<file path="src/rtl/ber_pkg.sv">
// Shared types and helpers for the BER alignment controller.
package ber_pkg;

    typedef enum logic [1:0] {
        IDLE   = 2'd0,
        SEARCH = 2'd1,
        LOCK   = 2'd2
    } state_t;

    localparam int NB_DELAY_DEF = 9;
    localparam int WINDOW_DEF   = 511;
    localparam int NB_WIN_DEF   = 9;
    localparam int NB_CNT_DEF   = 64;

    // Saturating increment of a counter that is 'width' bits wide (width <= 64).
    function automatic logic [63:0] sat_inc(input logic [63:0] value, input int width);
        logic [63:0] max_val;
        max_val = (width >= 64) ? '1 : ((64'd1 << width) - 64'd1);
        return (value == max_val) ? value : value + 64'd1;
    endfunction

endpackage

</file>
<file path="src/rtl/ber_align_ctrl_if.sv">
// Port bundle of the BER alignment controller; BER_RELOCK_EN adds the relock counter.
interface ber_align_ctrl_if #(
    parameter int NB_DELAY = 9,
    parameter int NB_CNT   = 64
);
    logic                i_enable;
    logic                i_valid;
    logic                i_ref_bit;
    logic                i_rx_bit;
    logic                i_clear;
    logic [1:0]          o_state;
    logic                o_locked;
    logic [NB_DELAY-1:0] o_delay;
    logic [NB_CNT-1:0]   o_bit_cnt;
    logic [NB_CNT-1:0]   o_err_cnt;
    logic                o_ber_zero;
`ifdef BER_RELOCK_EN
    logic [15:0]         o_relock_cnt;
`endif

    modport master (
        output i_enable, i_valid, i_ref_bit, i_rx_bit, i_clear,
        input  o_state, o_locked, o_delay, o_bit_cnt, o_err_cnt, o_ber_zero
`ifdef BER_RELOCK_EN
        , input o_relock_cnt
`endif
    );

    modport slave (
        input  i_enable, i_valid, i_ref_bit, i_rx_bit, i_clear,
        output o_state, o_locked, o_delay, o_bit_cnt, o_err_cnt, o_ber_zero
`ifdef BER_RELOCK_EN
        , output o_relock_cnt
`endif
    );

endinterface

</file>
<file path="src/rtl/ber_delay_line.sv">
// Strobe-enabled reference delay line with a combinational tap select.
module ber_delay_line #(
    parameter int NB_DELAY = 9
) (
    input  logic                clock,
    input  logic                reset,
    input  logic                shift,
    input  logic                din,
    input  logic [NB_DELAY-1:0] sel,
    output logic                tap
);
    localparam int DEPTH = 1 << NB_DELAY;

    logic [DEPTH-1:0] shreg;

    always_ff @(posedge clock or posedge reset) begin
        if (reset) begin
            shreg <= '0;
        end else if (shift) begin
            shreg <= {shreg[DEPTH-2:0], din};
        end
    end

    // Tap d holds the reference bit from d+1 strobes ago.
    assign tap = shreg[sel];

endmodule

</file>
<file path="src/rtl/ber_align_ctrl.sv">
// BER alignment controller: sweeps reference delay, locks, then counts bits/errors.
// Optional macro BER_RELOCK_EN: windowed error monitor in LOCK with automatic re-search.
module ber_align_ctrl
    import ber_pkg::*;
#(
    parameter int NB_DELAY   = NB_DELAY_DEF,
    parameter int WINDOW     = WINDOW_DEF,
    parameter int NB_WIN     = NB_WIN_DEF,
    parameter int NB_CNT     = NB_CNT_DEF
`ifdef BER_RELOCK_EN
    , parameter int RELOCK_THR = 127
`endif
) (
    input logic             clock,
    input logic             reset,
    ber_align_ctrl_if.slave bus
);
    localparam logic [NB_DELAY-1:0] CAND_LAST = '1;
    localparam logic [NB_WIN-1:0]   WIN_LAST  = NB_WIN'(WINDOW - 1);
    localparam logic [NB_CNT-1:0]   CNT_MAX   = '1;
`ifdef BER_RELOCK_EN
    localparam logic [NB_WIN-1:0]   RELOCK_LIM = NB_WIN'(RELOCK_THR);
`endif

    state_t              state, state_n;
    logic [NB_DELAY-1:0] cand, cand_n, best_delay, best_delay_n, delay, delay_n, sel;
    logic [NB_WIN-1:0]   win_cnt, win_cnt_n, win_err, win_err_n, best_err, best_err_n;
    logic [NB_WIN-1:0]   win_err_sum;
    logic [NB_CNT-1:0]   bit_cnt, bit_cnt_n, err_cnt, err_cnt_n;
    logic                strobe, tap, mismatch, win_end, restart;
`ifdef BER_RELOCK_EN
    logic [15:0]         relock_cnt, relock_cnt_n;
`endif

    assign strobe = bus.i_enable & bus.i_valid;
    assign sel    = (state == LOCK) ? delay : cand;

    // A strobe coinciding with i_clear is discarded, including its reference bit.
    ber_delay_line #(.NB_DELAY(NB_DELAY)) u_delay_line (
        .clock (clock),
        .reset (reset),
        .shift (strobe & ~bus.i_clear),
        .din   (bus.i_ref_bit),
        .sel   (sel),
        .tap   (tap)
    );

    assign mismatch    = bus.i_rx_bit ^ tap;
    assign win_err_sum = win_err + NB_WIN'(mismatch);
    assign win_end     = strobe && (win_cnt == WIN_LAST);

    always_comb begin
        state_n      = state;
        cand_n       = cand;
        win_cnt_n    = win_cnt;
        win_err_n    = win_err;
        best_err_n   = best_err;
        best_delay_n = best_delay;
        delay_n      = delay;
        bit_cnt_n    = bit_cnt;
        err_cnt_n    = err_cnt;
        restart      = 1'b0;
`ifdef BER_RELOCK_EN
        relock_cnt_n = relock_cnt;
`endif
        if (bus.i_clear) begin
            state_n = SEARCH;
            restart = 1'b1;
        end else begin
            case (state)
                IDLE: begin
                    if (bus.i_enable) begin
                        state_n = SEARCH;
                        restart = 1'b1;
                    end
                end
                SEARCH: begin
                    if (strobe && win_end) begin
                        win_cnt_n = '0;
                        win_err_n = '0;
                        bit_cnt_n = '0;
                        err_cnt_n = '0;
                        // Strict compare keeps the lowest delay on ties.
                        if (win_err_sum < best_err) begin
                            best_err_n   = win_err_sum;
                            best_delay_n = cand;
                        end
                        if (win_err_sum == '0) begin
                            state_n = LOCK;
                            delay_n = cand;
                        end else if (cand == CAND_LAST) begin
                            state_n = LOCK;
                            delay_n = (win_err_sum < best_err) ? cand : best_delay;
                        end else begin
                            cand_n = cand + 1'b1;
                        end
                    end else if (strobe) begin
                        win_cnt_n = win_cnt + 1'b1;
                        win_err_n = win_err_sum;
                    end
                end
                LOCK: begin
                    if (strobe && (bit_cnt != CNT_MAX)) begin
                        bit_cnt_n = NB_CNT'(sat_inc(64'(bit_cnt), NB_CNT));
                        if (mismatch) begin
                            err_cnt_n = NB_CNT'(sat_inc(64'(err_cnt), NB_CNT));
                        end
                    end
`ifdef BER_RELOCK_EN
                    if (strobe && win_end) begin
                        win_cnt_n = '0;
                        win_err_n = '0;
                        if (win_err_sum > RELOCK_LIM) begin
                            state_n      = SEARCH;
                            restart      = 1'b1;
                            relock_cnt_n = 16'(sat_inc(64'(relock_cnt), 16));
                        end
                    end else if (strobe) begin
                        win_cnt_n = win_cnt + 1'b1;
                        win_err_n = win_err_sum;
                    end
`endif
                end
                default: state_n = IDLE;
            endcase
        end
        if (restart) begin
            cand_n       = '0;
            win_cnt_n    = '0;
            win_err_n    = '0;
            best_err_n   = '1;
            best_delay_n = '0;
            delay_n      = '0;
            bit_cnt_n    = '0;
            err_cnt_n    = '0;
        end
    end

    always_ff @(posedge clock or posedge reset) begin
        if (reset) begin
            state      <= IDLE;
            cand       <= '0;
            win_cnt    <= '0;
            win_err    <= '0;
            best_err   <= '1;
            best_delay <= '0;
            delay      <= '0;
            bit_cnt    <= '0;
            err_cnt    <= '0;
`ifdef BER_RELOCK_EN
            relock_cnt <= '0;
`endif
        end else begin
            state      <= state_n;
            cand       <= cand_n;
            win_cnt    <= win_cnt_n;
            win_err    <= win_err_n;
            best_err   <= best_err_n;
            best_delay <= best_delay_n;
            delay      <= delay_n;
            bit_cnt    <= bit_cnt_n;
            err_cnt    <= err_cnt_n;
`ifdef BER_RELOCK_EN
            relock_cnt <= relock_cnt_n;
`endif
        end
    end

    assign bus.o_state    = state;
    assign bus.o_locked   = (state == LOCK);
    assign bus.o_delay    = delay;
    assign bus.o_bit_cnt  = bit_cnt;
    assign bus.o_err_cnt  = err_cnt;
    assign bus.o_ber_zero = (state == LOCK) && (err_cnt == '0);
`ifdef BER_RELOCK_EN
    assign bus.o_relock_cnt = relock_cnt;
`endif

endmodule
</file>
<file path="src/flat_wrapper.sv">
// flat-port wrapper written by rule: the top's interface ports become plain ports
module ber_align_ctrl_flat import ber_pkg::*;
#(
    parameter int NB_DELAY   = NB_DELAY_DEF,
    parameter int WINDOW     = WINDOW_DEF,
    parameter int NB_WIN     = NB_WIN_DEF,
    parameter int NB_CNT     = NB_CNT_DEF

)
  (clock, reset, bus_i_enable, bus_i_valid, bus_i_ref_bit, bus_i_rx_bit, bus_i_clear, bus_o_state, bus_o_locked, bus_o_delay, bus_o_bit_cnt, bus_o_err_cnt, bus_o_ber_zero);
  ber_align_ctrl_if #(.NB_DELAY(NB_DELAY), .NB_CNT(NB_CNT)) bus_i ();
  input logic clock;
  input logic reset;
  input wire logic [$bits(bus_i.i_enable)-1:0] bus_i_enable;
  input wire logic [$bits(bus_i.i_valid)-1:0] bus_i_valid;
  input wire logic [$bits(bus_i.i_ref_bit)-1:0] bus_i_ref_bit;
  input wire logic [$bits(bus_i.i_rx_bit)-1:0] bus_i_rx_bit;
  input wire logic [$bits(bus_i.i_clear)-1:0] bus_i_clear;
  output wire logic [$bits(bus_i.o_state)-1:0] bus_o_state;
  output wire logic [$bits(bus_i.o_locked)-1:0] bus_o_locked;
  output wire logic [$bits(bus_i.o_delay)-1:0] bus_o_delay;
  output wire logic [$bits(bus_i.o_bit_cnt)-1:0] bus_o_bit_cnt;
  output wire logic [$bits(bus_i.o_err_cnt)-1:0] bus_o_err_cnt;
  output wire logic [$bits(bus_i.o_ber_zero)-1:0] bus_o_ber_zero;
  assign bus_i.i_enable = bus_i_enable;
  assign bus_i.i_valid = bus_i_valid;
  assign bus_i.i_ref_bit = bus_i_ref_bit;
  assign bus_i.i_rx_bit = bus_i_rx_bit;
  assign bus_i.i_clear = bus_i_clear;
  assign bus_o_state = bus_i.o_state;
  assign bus_o_locked = bus_i.o_locked;
  assign bus_o_delay = bus_i.o_delay;
  assign bus_o_bit_cnt = bus_i.o_bit_cnt;
  assign bus_o_err_cnt = bus_i.o_err_cnt;
  assign bus_o_ber_zero = bus_i.o_ber_zero;
  ber_align_ctrl #(.NB_DELAY(NB_DELAY), .WINDOW(WINDOW), .NB_WIN(NB_WIN), .NB_CNT(NB_CNT)) u_core (.clock(clock), .reset(reset), .bus(bus_i));
endmodule
</file>
<file path="config.mk">
export PLATFORM = sky130hd
export DESIGN_NAME = ber_align_ctrl_flat
export DESIGN_NICKNAME = d
export VERILOG_FILES = /design/src/rtl/ber_pkg.sv /design/src/rtl/ber_align_ctrl_if.sv /design/src/rtl/ber_delay_line.sv /design/src/rtl/ber_align_ctrl.sv /design/src/flat_wrapper.sv
export SDC_FILE = /design/constraint.sdc
export NUM_CORES = 2
export LEC_CHECK = 0
export BUFFER_PORTS_ARGS = -buffer_cell sky130_fd_sc_hd__buf_2
export CAP_MARGIN = 20
export CORE_ASPECT_RATIO = 0.5
export CORE_MARGIN = 2
export CORE_UTILIZATION = 45
export CTS_CLUSTER_DIAMETER = 200
export DETAILED_ROUTE_END_ITERATION = 12
export RECOVER_POWER = 25
export SYNTH_ARGS = -nofsm -noshare
export SYNTH_HDL_FRONTEND = slang
export SYNTH_SLANG_ARGS = --single-unit
</file>
<file path="constraint.sdc">
create_clock -name clock -period 26.4 [get_ports clock]
set_input_delay 1.32 -clock clock [delete_from_list [all_inputs] [get_ports clock]]
set_output_delay 1.32 -clock clock [all_outputs]
set_load 0.03 [all_outputs]
</file>
==> impl_metrics.py <==
metrics = {
    "pwr": {
        "p_leak_uw": 0.01778,
        "switchingPower_uw": 627.0,
        "switching_share": 0.2702,
        "power_frac_seq": 0.480,
        "intPower_uw": 1693,
        "p_clk_frac": 0.411,
        "max-vdd-ir-drop_mv": 0.03774,
        "pwr-share-comb": 0.110,
        "p_per_area_nw_per_um2": 59.65,
        "finalPower_uw": 2320,
    },
    "layout": {
        "utilization": 0.5020,
        "area_growth_pct": 10.14,
        "fillers": 6977,
        "multi_input_area_um2": 16770,
        "layout_commonest_cell": "dfrtp_1",
        "final_cell_mix": "dfrtp_1 (685), mux2_2 (497), nand2_1 (271), o21ai_0 (155), nand3_1 (147)",
        "seq_area_um2": 17430,
        "final_nets": 3244,
        "final_layout_size_suffix_gt1_frac": 0.2563,
        "antennaDiodeCount": 0,
    },
    "worst_setup_path": {
        "r2r-start": "u_core.bus.o_state[0]$_DFFE_PP0P_",
        "r2r_end": "u_core.cand[7]$_DFFE_PP0P_",
        "crit_chain": "buf_2 -> clkinvlp_2 -> clkbuf_1",
        "rr_worst_depth": 24,
        "arrival_ns": 11.45,
        "rrSetupSlack_ns": 17.34,
        "critical-path-top-delay-family": "buffers and inverters",
        "path_buf_inv": 3,
        "worstPathRequired_ns": 24.06,
        "worstSetupPathType": "in2async",
        "end_kind": "async pin",
        "cp_max_fo": 173,
        "critical_path.max_stage_delay_ns": 6.64,
        "cp-start-kind": "input pin",
        "cp_slowest_cell": "clkbuf_1",
    },
    "global_route": {
        "met3_usage": 0.03249,
        "grt_usage": 0.2241,
        "grt_pass1_vias": 25000,
        "grt.met2_usage": 0.3492,
        "globalRouteOverflowTotal": 0,
        "grt_first_pass_wirelength_um": 145600,
        "busiest_layer": "met2",
        "antenna_found_initial": 1,
        "grt_max_degree": 184,
        "grtUsageMet1": 0.3305,
    },
    "clock_tree": {
        "ctsResizeCount": 0,
        "cts_made_buffers": 67,
        "path_clk_slew_ns": 0.06,
        "cts_tree": "done",
        "clockBufferDepth": 3,
        "ctsHoldBuffers": 0,
        "clkSinkCount": 696,
        "clock-root-buffer": "clkbuf_16",
        "clock_tree.htree_level_count": 3,
        "clk-insertion-delay-late_ns": 0.63,
        "post_cts_buffers": 0,
    },
    "routing": {
        "ant_nets": 0,
        "drcViolationCount": 0,
        "wl_um": 90560,
        "wl_per_cell_um": 21.05,
        "dr.first_iter.drc_count": 2581,
        "viasPerCell": 5.971,
        "vias": 25690,
        "first_pass_iters": 6,
    },
    "logic_synthesis": {
        "synth_nets": 3196,
        "synth_cell_types": 76,
        "synth_edf_count": 0,
        "ys_dominant_reg_cell": "dfrtp_1",
        "avgSynthCellArea_um2": 11.13,
        "synth_sequential_area_ratio": 0.4935,
        "synth_area_um2": 35310,
        "synth-warning-count": 0,
        "syn_inst": 3172,
        "synth_seq_cells": 696,
        "synthArstFlopShare": 1.000,
    },
    "worst_hold_path": {
        "hp-class": "reg2reg",
        "worstHoldStart": "u_core.win_cnt[7]$_DFFE_PP0P_",
        "hold_end": "u_core.win_cnt[7]$_DFFE_PP0P_",
        "whs_path_depth": 1,
    },
    "sta": {
        "worst_slack_ns": 12.61,
        "worst_pin_slew_ns": 9.228,
        "min_period_over_period": 0.5222,
        "setup_viol": 0,
        "skew_ns": 0.02774,
        "finalHoldViolations": 0,
        "rsz0062_at_grt": "false",
        "relSlewSlack": -5.152,
        "max_freq_ghz": 0.07254,
        "fin_crit_ns": 13.79,
        "drv_slew": 449,
        "fin_setup_tns_ns": 0,
    },
    "die": {
        "dieWidth_um": 400.2,
        "core_area_um2": 77470,
        "fp.dieH_um": 202.1,
        "rows": 72,
        "initial_core_util": 0.4558,
        "dieArea_um2": 80860,
        "ioPinCount": 148,
    },
    "placement": {
        "io_buffers": 147,
        "post-place-ws_ns": 17.40,
        "place_congestion": 0.8324,
        "place_hpwl_um": 55870,
    },
    "flow_run": {
        "cap_viol_max_count": 4,
    },
    "status": {
        "status": "complete, but fails checks",
        "violations": "max-capacitance violations, max-slew violations",
    },
}
synthesized netlist by cell type (17+ instances only):
library cell,n,area (um^2)
mux4_2,45,1013
clkbuf_1,160,600.6
a21oi_1,57,285.3
nor2_1,133,499.2
nand3_1,147,735.7
nand4_1,52,325.3
dfrtp_1,687,17190
o22ai_1,56,350.3
mux2_2,497,5597
nand2b_1,22,137.6
nand2_1,272,1021
a31oi_1,29,181.4
nor3_1,17,85.08
nor2b_1,108,675.7
xnor2_1,19,166.4
a211oi_1,34,255.2
o21ai_0,155,775.7
o211ai_1,59,442.9
inv_1,62,232.7
mux2i_1,92,920.9
nor4_1,27,168.9
xor2_1,32,280.3
ha_1,17,212.7
or4_1,32,240.2
and3_1,45,281.5
a22oi_1,40,300.3
worst register-to-register path: stages, from the launching register on:
cell and delay [ns]:
dfrtp_1 0.42, inv_1 0.10, ha_2 0.66, buf_4 0.61
mux2_8 0.67, buf_4 0.81, mux4_2 0.62, a22oi_1 0.22
a22oi_1 0.16, a2111oi_1 0.70, xnor2_1 0.19, o22a_1 0.69
and3_1 0.30, ha_1 0.19, ha_1 0.24, nand3_1 0.16
nor2_1 0.23, xor2_1 0.32, nor4_1 0.13, a31oi_1 0.29
nor2b_1 0.58, o2111ai_1 0.27, nor2_1 0.18, xnor2_1 0.13
nor2_1 0.06
logic make-up (layout without fill, tap and decap cells):
kind of cell             count (synthesis)  after routing  share of synthesized area
flip-flops                             696            696                     0.4935
AO/OA/AOI/OAI                          574            574                     0.1082
XOR/XNOR                                51             51                    0.01265
AND/OR/NAND/NOR                        920            920                     0.1317
adder cells (fa/ha/maj)                 18             18                   0.006307
buffers and inverters                  278            372                    0.03391
multiplexers                           635            635                     0.2137
layout make-up:
type | count | share of cell area
clock buffers | 100 | 0.05070
clock inverters | 15 | 0.003506
inverters | 62 | 0.006016
multi-input cells | 2198 | 0.4311
repair buffers | 195 | 0.02721
flip-flops and latches | 696 | 0.4481
well taps | 1036 | 0.03333
flip-flops by register name, summed over array words and instances, names as in the netlist:
name,cells
u_core.bus.o_err_cnt,64
u_core.bus.o_state,2
u_core.u_delay_line.shreg,512
u_core.win_err,9
u_core.cand,9
u_core.bus.o_delay,9
u_core.best_delay,9
u_core.bus.o_bit_cnt,64
u_core.best_err,9
u_core.win_cnt,9
power by group through the flow:
stage               Sequential [uW]  Combinational (uW)  Clock [uW]
floorplan                      1130                 185           0
global placement               1130                 253           0
detailed placement             1130                 255           0
CTS                            1110                 256         976
global route                   1120                 279        1030
finish                         1110                 254         953
worst max path at each step:
stage	start	end	slack [ns]	cells past startpoint
2_1_floorplan	reset	u_core.best_delay[0]$_DFFE_PP0P_	5.58	1
3_3_place_gp	u_core.bus.o_state[0]$_DFFE_PP0P_	u_core.cand[7]$_DFFE_PP0P_	17.58	24
3_5_place_dp	u_core.bus.o_state[0]$_DFFE_PP0P_	u_core.bus.o_delay[6]$_DFFE_PP0P_	17.40	27
4_1_cts	u_core.bus.o_state[0]$_DFFE_PP0P_	u_core.best_delay[3]$_DFFE_PP0P_	17.37	28
5_1_grt	reset	u_core.cand[0]$_DFFE_PP0P_	9.87	3
6_report	reset	u_core.cand[0]$_DFFE_PP0P_	12.61	3
metal layers:
layer | part of all wire | vias up
met2 | 0.46 | 635
met1 | 0.48 | 13150
li1 | - | 11780
met5 | 0 | -
met3 | 0.048 | 122
met4 | 0.019 | 0
per-stage QoR:
stage | hold slack, ns | instances | area, um^2
after floorplan | 0.4481 | 3172 | 35310
after global placement | 0.4673 | 4186 | 36850
after detailed placement | 0.4837 | 4186 | 36850
after CTS | 0.4910 | 4301 | 38960
after global routing | 0.5227 | 4302 | 38890
final | 0.4862 | 4302 | 38890
(Power assumes the default switching activity.)
